**src/rtl/adder_acc_pkg.sv**
```systemverilog
// +-----------------------------------------------------------------------------+
// | adder_acc_pkg                                                               |
// | Shared types and default sizes for the adder accumulator and its bench.     |
// | Rev 1.0                                                                     |
// +-----------------------------------------------------------------------------+
`default_nettype none

package adder_acc_pkg;

    localparam int ACC_WIDTH   = 4;
    localparam int ACC_MAX_LEN = 15;

    typedef enum logic [1:0] {
        IDLE   = 2'b00,
        ACCUM  = 2'b01,
        RESULT = 2'b10
    } acc_state_t;

    function automatic int cnt_width(input int max_len);
        return $clog2(max_len + 1);
    endfunction

endpackage

`default_nettype wire

```
**src/rtl/adder.sv**
```systemverilog
// +-----------------------------------------------------------------------------+
// | adder                                                                       |
// | WIDTH-bit ripple-carry adder with carry-in and carry-out.                   |
// | Rev 1.0                                                                     |
// +-----------------------------------------------------------------------------+
`default_nettype none

module adder #(
    parameter int WIDTH = 4
) (
    input  logic [WIDTH-1:0] i_a,
    input  logic [WIDTH-1:0] i_b,
    input  logic             i_cin,
    output logic [WIDTH-1:0] o_sum,
    output logic             o_cout
);

    logic [WIDTH:0] w_carry;

    assign w_carry[0] = i_cin;

    generate
        for (genvar g = 0; g < WIDTH; g++) begin : g_bit
            assign o_sum[g]       = i_a[g] ^ i_b[g] ^ w_carry[g];
            assign w_carry[g + 1] = (i_a[g] & i_b[g]) | (w_carry[g] & (i_a[g] ^ i_b[g]));
        end
    endgenerate

    assign o_cout = w_carry[WIDTH];

endmodule

`default_nettype wire

```
**src/rtl/adder_accumulator.sv**
```systemverilog
// +-----------------------------------------------------------------------------+
// | adder_accumulator                                                           |
// | Sums a stream of len operands through the ripple adder; one result per job. |
// | Rev 1.0                                                                     |
// +-----------------------------------------------------------------------------+
`default_nettype none

module adder_accumulator
    import adder_acc_pkg::*;
#(
    parameter  int WIDTH   = ACC_WIDTH,
    parameter  int MAX_LEN = ACC_MAX_LEN,
    localparam int CNT_W   = $clog2(MAX_LEN + 1)
) (
    input  logic             clk,
    input  logic             rst_n,
    input  logic             start,
    input  logic [CNT_W-1:0] len,
    input  logic             in_valid,
    input  logic [WIDTH-1:0] in_data,
    output logic             in_ready,
    output logic             out_valid,
    input  logic             out_ready,
    output logic [WIDTH-1:0] out_sum,
    output logic             out_ovf,
    output logic             busy
);

    acc_state_t       r_state;
    logic [WIDTH-1:0] r_acc;
    logic             r_ovf;
    logic [CNT_W-1:0] r_remaining;

    logic [WIDTH-1:0] w_sum;
    logic             w_cout;

    adder #(
        .WIDTH (WIDTH)
    ) u_adder (
        .i_a    (r_acc),
        .i_b    (in_data),
        .i_cin  (1'b0),
        .o_sum  (w_sum),
        .o_cout (w_cout)
    );

    // A zero-length job skips ACCUM and reports an empty, overflow-free result.
    always_ff @(posedge clk or negedge rst_n) begin
        if (!rst_n) begin
            r_state     <= IDLE;
            r_acc       <= '0;
            r_ovf       <= 1'b0;
            r_remaining <= '0;
        end else begin
            case (r_state)
                IDLE: begin
                    if (start) begin
                        r_acc <= '0;
                        r_ovf <= 1'b0;
                        if (len != '0) begin
                            r_remaining <= len;
                            r_state     <= ACCUM;
                        end else begin
                            r_state     <= RESULT;
                        end
                    end
                end
                ACCUM: begin
                    if (in_valid) begin
                        r_acc       <= w_sum;
                        r_ovf       <= r_ovf | w_cout;
                        r_remaining <= r_remaining - CNT_W'(1);
                        if (r_remaining == CNT_W'(1)) begin
                            r_state <= RESULT;
                        end
                    end
                end
                RESULT: begin
                    if (out_ready) begin
                        r_state <= IDLE;
                    end
                end
                default: begin
                    r_state <= IDLE;
                end
            endcase
        end
    end

    assign in_ready  = (r_state == ACCUM);
    assign out_valid = (r_state == RESULT);
    assign busy      = (r_state == ACCUM) || (r_state == RESULT);
    assign out_sum   = r_acc;
    assign out_ovf   = r_ovf;

endmodule

`default_nettype wire

```
**config.mk**
```make
export PLATFORM = sky130hd
export DESIGN_NAME = adder_accumulator
export DESIGN_NICKNAME = d
export VERILOG_FILES = /design/src/rtl/adder_acc_pkg.sv /design/src/rtl/adder.sv /design/src/rtl/adder_accumulator.sv
export SDC_FILE = /design/constraint.sdc
export NUM_CORES = 1
export LEC_CHECK = 0
export BUFFER_PORTS_ARGS = -buffer_cell sky130_fd_sc_hd__buf_4
export CORE_ASPECT_RATIO = 1.1
export CORE_MARGIN = 2
export CORE_UTILIZATION = 55
export DETAILED_ROUTE_END_ITERATION = 8
export PLACE_DENSITY = 0.82
export SLEW_MARGIN = 40
export SYNTH_ARGS = -nofsm -noshare
export SYNTH_HDL_FRONTEND = slang
export SYNTH_SLANG_ARGS = --single-unit
```
**constraint.sdc**
```tcl
create_clock -name clk -period 5.52 [get_ports clk]
set_clock_uncertainty 0.05 [all_clocks]
set_input_delay 0.828 -clock clk [delete_from_list [all_inputs] [get_ports clk]]
set_output_delay 0.828 -clock clk [all_outputs]
set_load 0.01 [all_outputs]
```
==> impl_metrics.yaml, run 1 <==
final_layout:
  layout_common_cells: "buf_4 (20), dfrtp_1 (11), o21ai_0 (9), inv_1 (8), nand2_1 (8)"
  multi_input_area_um2: 502
  fillers: 112
  antenna_cells: 0
  final_common_cell: "buf_4"
  final_layout_size_suffix_gt1_share_pct: 23.6
  areaGrowthSynthToFinish_pct: 20.8
  regArea_um2: 275
  utilization_pct: 72.5
  nets: 133
timing:
  maxSlewHeadroom_pct: 46.6
  fmax_ghz: 0.377
  hold_viol: 0
  fin_crit_sh_pct: 48.1
  worst_slack_ps: 2860
  finalSetupTns_ps: 0
  slew_viol_final: 0
  setup_violations: 0
  tightest_slew_ps: 801
  finalCriticalPeriod_ps: 2660
  rsz0062_at_grt: "no"
yosys:
  yosys.area.top_type_share_pct: 33.1
  synth_nets: 112
  ys_seq_area_share_pct: 33.1
  synth_top_area_cell: "dfrtp_1"
  ys.flop_type: "dfrtp_1"
  synth-edff-count: 0
  synthCells: 90
  synthArstFlopShare_pct: 100
  postSynthAreaPerCell_um2: 9.23
  netlist_area_um2: 831
  yosys-top-cells-area: "dfrtp_1 (33%), ha_1 (9.0%), fa_1 (7.2%)"
  synthDistinctLibCells: 28
  ys_ff_latch: 11
  yosys_warnings: 0
global_routing:
  grt_antenna_before_repair: 0
  grt_pass1_wl_um: 2950
  grt_pass1_vias: 700
  grt_max_degree: 24
  grt.total_usage_pct: 23.7
  grt-ovfl-total: 0
worst_setup_path:
  regToRegEndpoint: "out_sum[3]$_DFFE_PN0P_"
  crit_start: "in_data[0]"
  worstReg2RegStart: "out_sum[0]$_DFFE_PN0P_"
  reg2reg_depth: 8
  critPathLaunchType: "input pin"
  crit_type: "in2reg"
  cp.required_ps: 5630
  cp_max_fo: 2
  crit_path_end_kind: "register"
  reg2reg_slack_ps: 3120
  worstPathArrival_ps: 2760
die:
  rows: 14
  die_area_mm2: 0.00184
  io_pins: 21
  die_x_um: 41.1
  die_h_um: 44.8
  start_util_pct: 60.0
  core-area_mm2: 0.00138
place:
  gp_congestion: 0.733
  dp_hpwl_um: 1320
  place_ws_ps: 2550
  port_buffers: 20
detailed_routing:
  final_antenna_net_count: 0
  drtIter0Drc: 22
  first_pass_iters: 4
  drc: 0
  detail_route.wl_per_cell_um: 13.9
  via_per_inst: 5.91
  vias: 745
  totalWireLength_um: 1750
power_and_ir_drop:
  p_per_area_mw_per_mm2: 528
  p_leak_uw: 0.000489
  ir_drop_uv: 311
clock_tree:
  cts_made_buffers: 3
  cts_tree: "built"
  cts_hold_buf: 0
  cts_max_level: 1
  cts_resized: 0
  cts.reportedPaths.clkPinSlew_ps: 80
  clockBufferDepth: 2
  cts_sinks: 11
  cts.root.buffer_cell: "clkbuf_4"
  worstSkewPairLatency_ps: 270
  post-cts-setup-buffers: 0
run:
  cap_violations: 0
min_path:
  holdCritPathClass: "in2async"
outcome:
  status: "completed"
-- logic make-up after synthesis --
group                      count (synthesis)  synth area share (%)
and+or+nand+nor                           32                  20.6
AOI/OAI and AO/OA                         21                  17.3
buffers and inverters                     12                  6.48
DFF                                       11                  33.1
adders and majority gates                  9                  16.3
muxes                                      5                  6.17
-- worst max-delay path: stages --
cell and delay [ps]:
buf_4 110, ha_1 190, fa_1 370, fa_1 390, fa_1 460, nand3_1 100
o21ai_0 80, a22oi_1 130, o21ai_0 100
-- flip-flops by register name, indices dropped and copies added, names as in the netlist --
| register | cells |
|---|---|
| out_ovf | 1 |
| r_remaining | 4 |
| r_state | 2 |
| out_sum | 4 |
-- cell type report --
cell class	instances	share of cell area (%)
clock buffers	4	2.62
inverters	8	2.99
multi-input cells	67	50.0
flip-flops and latches	11	27.4
well taps	16	2.00
repair buffers	20	15.0
-- synth_stat cells, types with 2 or more instances --
cell type  instances
a211o_1            2
a22oi_1            3
clkbuf_1           2
dfrtp_1           11
fa_1               3
ha_1               6
inv_1              8
mux2i_1            4
nand2_1            8
nand2b_1           2
nand3_1            6
nor2_1             4
nor2b_1            3
nor4_1             3
o21a_1             3
o21ai_0            9
or3_1              2
-- worst max-delay path by stage --
stage / to / cells past startpoint
6_report: out_sum[3]$_DFFE_PN0P_ / 9
4_1_cts: out_sum[3]$_DFFE_PN0P_ / 9
3_3_place_gp: out_sum[3]$_DFFE_PN0P_ / 9
5_1_grt: out_sum[3]$_DFFE_PN0P_ / 9
2_1_floorplan: out_sum[3]$_DFFE_PN0P_ / 8
3_5_place_dp: out_sum[3]$_DFFE_PN0P_ / 9
-- power by group --
| part | internal, µW | total (µW) | switching [µW] |
|---|---|---|---|
| Sequential | 118 | 148 | 30.4 |
| Combinational | 155 | 324 | 169 |
| Clock | 28.0 | 57.7 | 29.7 |
| Total | 300 | 530 | 229 |
-- metal layers --
| layer | vias up | track usage [%] | routed length [µm] |
|---|---|---|---|
| met5 | - | 0 | 0 |
| li1 | 355 | - | - |
| met4 | 0 | 10.7 | 21 |
| met2 | 25 | 39.1 | 924 |
| met3 | 4 | 4.93 | 92 |
| met1 | 361 | 28.7 | 708 |
-- stage by stage --
stage	std cells	hold WS, ps	cell area, µm²	total power, µW
global placement	122	434	977	461
global route	126	324	1000	579
floorplan	90	447	831	383
finish	126	321	1000	530
detailed placement	122	467	977	474
CTS	126	326	1000	532
Power figures use the tool's default switching activity.
==> inputs of run 2 (changes only) <==
--- a/config.mk
+++ b/config.mk
@@ -8,9 +8,9 @@
 export BUFFER_PORTS_ARGS = -buffer_cell sky130_fd_sc_hd__buf_4
 export CORE_ASPECT_RATIO = 1.1
 export CORE_MARGIN = 2
-export CORE_UTILIZATION = 55
+export CORE_UTILIZATION = 51
 export DETAILED_ROUTE_END_ITERATION = 8
-export PLACE_DENSITY = 0.82
+export PLACE_DENSITY = 0.77
 export SLEW_MARGIN = 40
 export SYNTH_ARGS = -nofsm -noshare
 export SYNTH_HDL_FRONTEND = slang
==> constraint.sdc (replaced) <==
create_clock -name clk -period 2.52 [get_ports clk]
set_clock_uncertainty 0.05 [all_clocks]
set_input_delay 0.378 -clock clk [delete_from_list [all_inputs] [get_ports clk]]
set_output_delay 0.378 -clock clk [all_outputs]
set_load 0.01 [all_outputs]
==> run 2 against run 1 <==
Total power grew 120%; largest cell class unchanged; critical endpoint unchanged; critical path depth shrank 1; via count grew 0.94%; design area grew 3.0%.
==> impl_metrics.yaml, run 2 (same netlist as run 1, synthesis figures left out) <==
clock_tree:
  clockBufferDepth: 2
  cts.reportedPaths.clkPinSlew_ps: 80
  cts_made_buffers: 3
  cts_tree: "built"
  cts.root.buffer_cell: "clkbuf_4"
  cts_sinks: 11
  cts_max_level: 1
  worstSkewPairLatency_ps: 280
final_layout:
  nets: 136
  layout_common_cells: "buf_4 (22), dfrtp_1 (11), o21ai_0 (9), inv_1 (8), nand2_1 (8)"
  fillers: 127
  multi_input_area_um2: 504
  final_common_cell: "buf_4"
  regArea_um2: 275
  finish.instance_area_mm2: 0.00103
  antenna_cells: 0
  final_layout_size_suffix_gt1_share_pct: 26.5
  areaGrowthSynthToFinish_pct: 24.4
worst_setup_path:
  reg2reg_slack_ps: 130
  slowest_stage: "fa_1"
  worstPathArrival_ps: 2500
  worst_path_largest_cell_delay_ps: 470
  path_delay_family: "adder cells"
  path_buf_inv: 0
  critPathLaunchType: "register"
  path_cells: "ha_1, fa_1, fa_2, fa_1, nand3_1, o21ai_0, a22oi_1, o21ai_0"
  cp.required_ps: 2630
  crit_type: "reg2reg"
  crit_path_end_kind: "register"
  cp_max_fo: 4
global_routing:
  grt_pass1_wl_um: 3150
  grt_max_degree: 14
  grt-ovfl-total: 0
  grt_antenna_before_repair: 0
  grt.total_usage_pct: 21.9
  grt_pass1_vias: 739
power_and_ir_drop:
  p_int_uw: 672
  p_switching_uw: 511
  p_per_area_mw_per_mm2: 1140
  combPwrFrac_pct: 61.7
  seqPwrFrac_pct: 27.6
  p_leak_uw: 0.000505
  ir_drop_uv: 581
  swShare_pct: 43.2
  power.clock.fraction_pct: 10.7
detailed_routing:
  drc: 0
  drtIter0Drc: 10
  totalWireLength_um: 1870
  via_per_inst: 5.78
  detail_route.wl_per_cell_um: 14.4
  final_antenna_net_count: 0
  vias: 752
  first_pass_iters: 4
timing:
  rsz0062_at_grt: "no"
  hold_viol: 0
  fmax_ghz: 0.418
  tightest_slew_ps: 474
  maxSlewHeadroom_pct: 68.4
  finalSetupTns_ps: 0
  fin_crit_sh_pct: 94.9
  setup_violations: 0
  finalCriticalPeriod_ps: 2390
  whs_ps: 351
  slew_viol_final: 0
die:
  rows: 15
  die_h_um: 46.3
  start_util_pct: 53.3
  die_area_mm2: 0.00197
  core-area_mm2: 0.00156
  die_x_um: 42.5
  io_pins: 21
place:
  dp_hpwl_um: 1400
  place_area_um2: 986
  gp_congestion: 0.755
  port_buffers: 20
run:
  cap_violations: 0
min_path:
  holdCritPathClass: "in2reg"
outcome:
  status: "completed"
## run 2: changes by cell type in the layout (fill, tap and decap cells not counted), sizes merged
cell and change:
buf +2, clkbuf -1, clkinv +1, dlygate4sd3 +1
## run 2: per-stage QoR
| stage | cells | setup slack, ps | total power [µW] | util [%] |
|---|---|---|---|---|
| 4_1_cts | 129 | 66.1 | 1190 | 65.7 |
| 3_5_place_dp | 124 | -24.6 | 1050 | 63.3 |
| 6_report | 130 | 127 | 1180 | 66.3 |
| 2_1_floorplan | 90 | 162 | 838 | - |
| 5_1_grt | 130 | 20.7 | 1300 | 66.3 |
| 3_3_place_gp | 124 | 52.3 | 1020 | 63.3 |
## run 2: power groups by stage
stage               sequential, µW  clock, µW  combinational (µW)
global placement               324          0                 693
CTS                            326        133                 728
floorplan                      328          0                 510
global route                   339        144                 821
finish                         326        127                 730
detailed placement             329          0                 720
## run 2: worst paths after layout
kind                                               to  cells past startpoint                   start
setup reg to reg               out_sum[3]$_DFFE_PN0P_                      8  out_sum[0]$_DFFE_PN0P_
hold reg to reg                   out_ovf$_DFFE_PN0P_                      2     out_ovf$_DFFE_PN0P_
hold / removal             r_remaining[0]$_DFFE_PN0P_                      3                  len[0]
setup / recovery               out_sum[3]$_DFFE_PN0P_                      8  out_sum[0]$_DFFE_PN0P_
min in group asynchronous      out_sum[3]$_DFFE_PN0P_                      2                   rst_n
max in group asynchronous  r_remaining[0]$_DFFE_PN0P_                      2                   rst_n
## run 2: layout make-up
type | instances | area share (%)
clock inverters | 1 | 0.484
repair buffers | 23 | 16.9
flip-flops and latches | 11 | 26.6
well taps | 17 | 2.06
clock buffers | 3 | 2.18
inverters | 8 | 2.91
multi-input cells | 67 | 48.8
## run 2: tightest hold or removal path: cells and delay by family
kind	cells	cell delay [ps]
multiplexers	2	160
buffers and inverters	1	80
## run 2: what timing repair did
action | in CTS | in global routing
hold endpoints to repair | 11 | 0
gates resized for setup | 0 | 1
buffers inserted | 0 | 1
endpoints found under the setup margin | 0 | 1
hold buffers | 1 | 0
## run 2: per-layer routing
layer / wire (µm) / vias up / track usage [%]
li1: - / 361 / -
met1: 744 / 361 / 23.9
met2: 1000 / 25 / 40.0
met3: 84 / 5 / 4.71
met4: 34 / 0 / 11.9
met5: 0 / - / 0
==> inputs of run 3 (changes only) <==
--- a/config.mk
+++ b/config.mk
@@ -10,7 +10,7 @@
 export CORE_MARGIN = 2
 export CORE_UTILIZATION = 51
 export DETAILED_ROUTE_END_ITERATION = 8
-export PLACE_DENSITY = 0.77
+export PLACE_DENSITY = 0.73
 export SLEW_MARGIN = 40
 export SYNTH_ARGS = -nofsm -noshare
 export SYNTH_HDL_FRONTEND = slang
==> run 3 against run 2 <==
Register-to-register slack lost 30 ps; non-clock buffer count is the same; first-iteration DRC count grew 120%; setup slack lost 28 ps; global-route usage shrank 1.4 points; hold slack lost 3.3 ps; critical path depth is the same; combinational power shrank 1%; count of clock-buffer cells in the layout grew 1; maximum frequency shrank 1.2%; total power shrank 0.95%; wire length shrank 5.9%; critical path type unchanged; critical endpoint unchanged; largest cell class unchanged; largest power group unchanged; highest routed layer unchanged.
==> impl_metrics.yaml, run 3 (same netlist as run 1, synthesis figures left out) <==
final_layout:
  areaGrowthSynthToFinish_pct: 23.9
  antenna_cells: 0
  final_layout_size_suffix_gt1_share_pct: 24.8
  final_common_cell: "buf_4"
  fillers: 147
  finish.instance_area_mm2: 0.00103
  nets: 136
  layout_common_cells: "buf_4 (22), dfrtp_1 (11), o21ai_0 (9), inv_1 (8), nand2_1 (8)"
timing:
  hold_viol: 0
  maxSlewHeadroom_pct: 70.0
  finalCriticalPeriod_ps: 2420
  fmax_ghz: 0.413
  rsz0062_at_grt: "no"
  fin_crit_sh_pct: 96.1
  setup_violations: 0
  tightest_slew_ps: 450
  slew_viol_final: 0
  finalSetupTns_ps: 0
detailed_routing:
  detail_route.wl_per_cell_um: 13.5
  drtIter0Drc: 22
  first_pass_iters: 4
  final_antenna_net_count: 0
  totalWireLength_um: 1760
  vias: 740
  via_per_inst: 5.69
  drc: 0
clock_tree:
  clockBufferDepth: 2
  cts.reportedPaths.clkPinSlew_ps: 80
  cts_tree: "built"
  cts_made_buffers: 3
  cts.root.buffer_cell: "clkbuf_4"
  cts_max_level: 1
  worstSkewPairLatency_ps: 270
  cts_resized: 0
  cts_sinks: 11
global_routing:
  use_met3_pct: 4.71
  busiest_layer: "met2"
  grt.met2_usage_pct: 34.8
  grt_antenna_before_repair: 0
  met1_usage_pct: 24.9
  grt_pass1_vias: 688
  grt_max_degree: 14
  grt.total_usage_pct: 20.5
  grt_pass1_wl_um: 2940
  grt-ovfl-total: 0
worst_setup_path:
  cpMostUsedCell: "fa_1"
  cp_num_cells: 8
  reg2reg_depth: 8
  crit_type: "reg2reg"
  crit_path_end_kind: "register"
  critPathLaunchType: "register"
  worstPathArrival_ps: 2520
  slowest_stage: "fa_1"
  path_cells: "ha_1, fa_1, fa_1, fa_1, nand3_1, o21ai_0, a22oi_1, o21ai_0"
  path_buf_inv: 0
  path_delay_family: "adder cells"
  reg2reg_slack_ps: 100
  cp_max_fo: 3
  cp-endpoint: "out_sum[3]$_DFFE_PN0P_"
  worst_path_largest_cell_delay_ps: 460
  crit_start: "out_sum[0]$_DFFE_PN0P_"
  worstReg2RegStart: "out_sum[0]$_DFFE_PN0P_"
  cp.required_ps: 2620
  regToRegEndpoint: "out_sum[3]$_DFFE_PN0P_"
power_and_ir_drop:
  swShare_pct: 42.9
  p_int_uw: 669
  seqPwrFrac_pct: 27.7
  p_leak_uw: 0.000504
  p_switching_uw: 502
  combPwrFrac_pct: 61.5
  ir_drop_uv: 664
  p_per_area_mw_per_mm2: 1140
  power.clock.fraction_pct: 10.8
die:
  rows: 15
  die_h_um: 46.3
  start_util_pct: 53.3
  core-area_mm2: 0.00156
  die_area_mm2: 0.00197
  die_x_um: 42.5
  io_pins: 21
place:
  port_buffers: 20
  gp_congestion: 0.785
  place_area_um2: 986
  dp_hpwl_um: 1330
outcome:
  status: "completed"
run:
  cap_violations: 0
min_path:
  holdCritPathClass: "in2reg"
## run 3: cell types whose count changed in the layout (fill, tap and decap cells not counted), sizes merged
cell    change
clkbuf      +1
clkinv      -1
## run 3: final cells by class
type | instances | area (µm²) | share of cell area (%)
flip-flops and latches | 11 | 275 | 26.7
clock buffers | 4 | 26.3 | 2.55
well taps | 17 | 21.3 | 2.07
multi-input cells | 67 | 502 | 48.7
repair buffers | 23 | 175 | 17.0
inverters | 8 | 30.0 | 2.92
## run 3: worst reg2reg max path: cells and delay by family, from the launching register on
kind	cells	cell delay (ps)
adders and majority gates	4	1410
DFF	1	400
AOI/OAI and AO/OA	3	330
and+or+nand+nor	1	90
## run 3: worst min-delay path by stage
| stage | startpoint | endpoint | slack (ps) | cells past startpoint |
|---|---|---|---|---|
| 6_report | len[1] | r_remaining[1]$_DFFE_PN0P_ | 350 | 3 |
| 3_3_place_gp | rst_n | out_ovf$_DFFE_PN0P_ | 170 | 1 |
| 4_1_cts | len[0] | r_remaining[0]$_DFFE_PN0P_ | 350 | 3 |
| 3_5_place_dp | rst_n | out_ovf$_DFFE_PN0P_ | 180 | 1 |
| 2_1_floorplan | rst_n | out_ovf$_DFFE_PN0P_ | 30 | 0 |
| 5_1_grt | len[0] | r_remaining[0]$_DFFE_PN0P_ | 370 | 3 |
## run 3: power by group through the flow
| stage | sequential [µW] | clock [µW] | combinational [µW] |
|---|---|---|---|
| after floorplan | 328 | 0 | 510 |
| after global placement | 325 | 0 | 698 |
| after detailed placement | 329 | 0 | 709 |
| after CTS | 326 | 130 | 720 |
| after global routing | 339 | 139 | 810 |
| final | 324 | 127 | 720 |
## run 3: what timing repair did
item	4_1_cts	5_1_grt
hold buffers	1	0
setup endpoints to repair	0	1
buffers inserted	0	1
endpoints found under the hold margin	11	0
## run 3: metrics by stage
step / power [µW] / setup slack [ps] / util, % / cells / hold slack, ps
after floorplan: 838 / 162 / - / 90 / 32.4
after global placement: 1020 / 49.9 / 63.3 / 124 / 174
after detailed placement: 1040 / -19.2 / 63.3 / 124 / 177
after CTS: 1180 / 54.5 / 65.6 / 129 / 351
after global routing: 1290 / 2.36 / 66.1 / 130 / 366
final: 1170 / 99.2 / 66.1 / 130 / 348
## run 3: metal layers
| metal | wire [µm] | part of all wire [%] | up-vias |
|---|---|---|---|
| li1 | - | - | 361 |
| met1 | 760 | 43 | 355 |
| met2 | 872 | 50 | 20 |
| met3 | 100 | 5.7 | 4 |
| met4 | 22 | 1.3 | 0 |
| met5 | 0 | 0 | - |
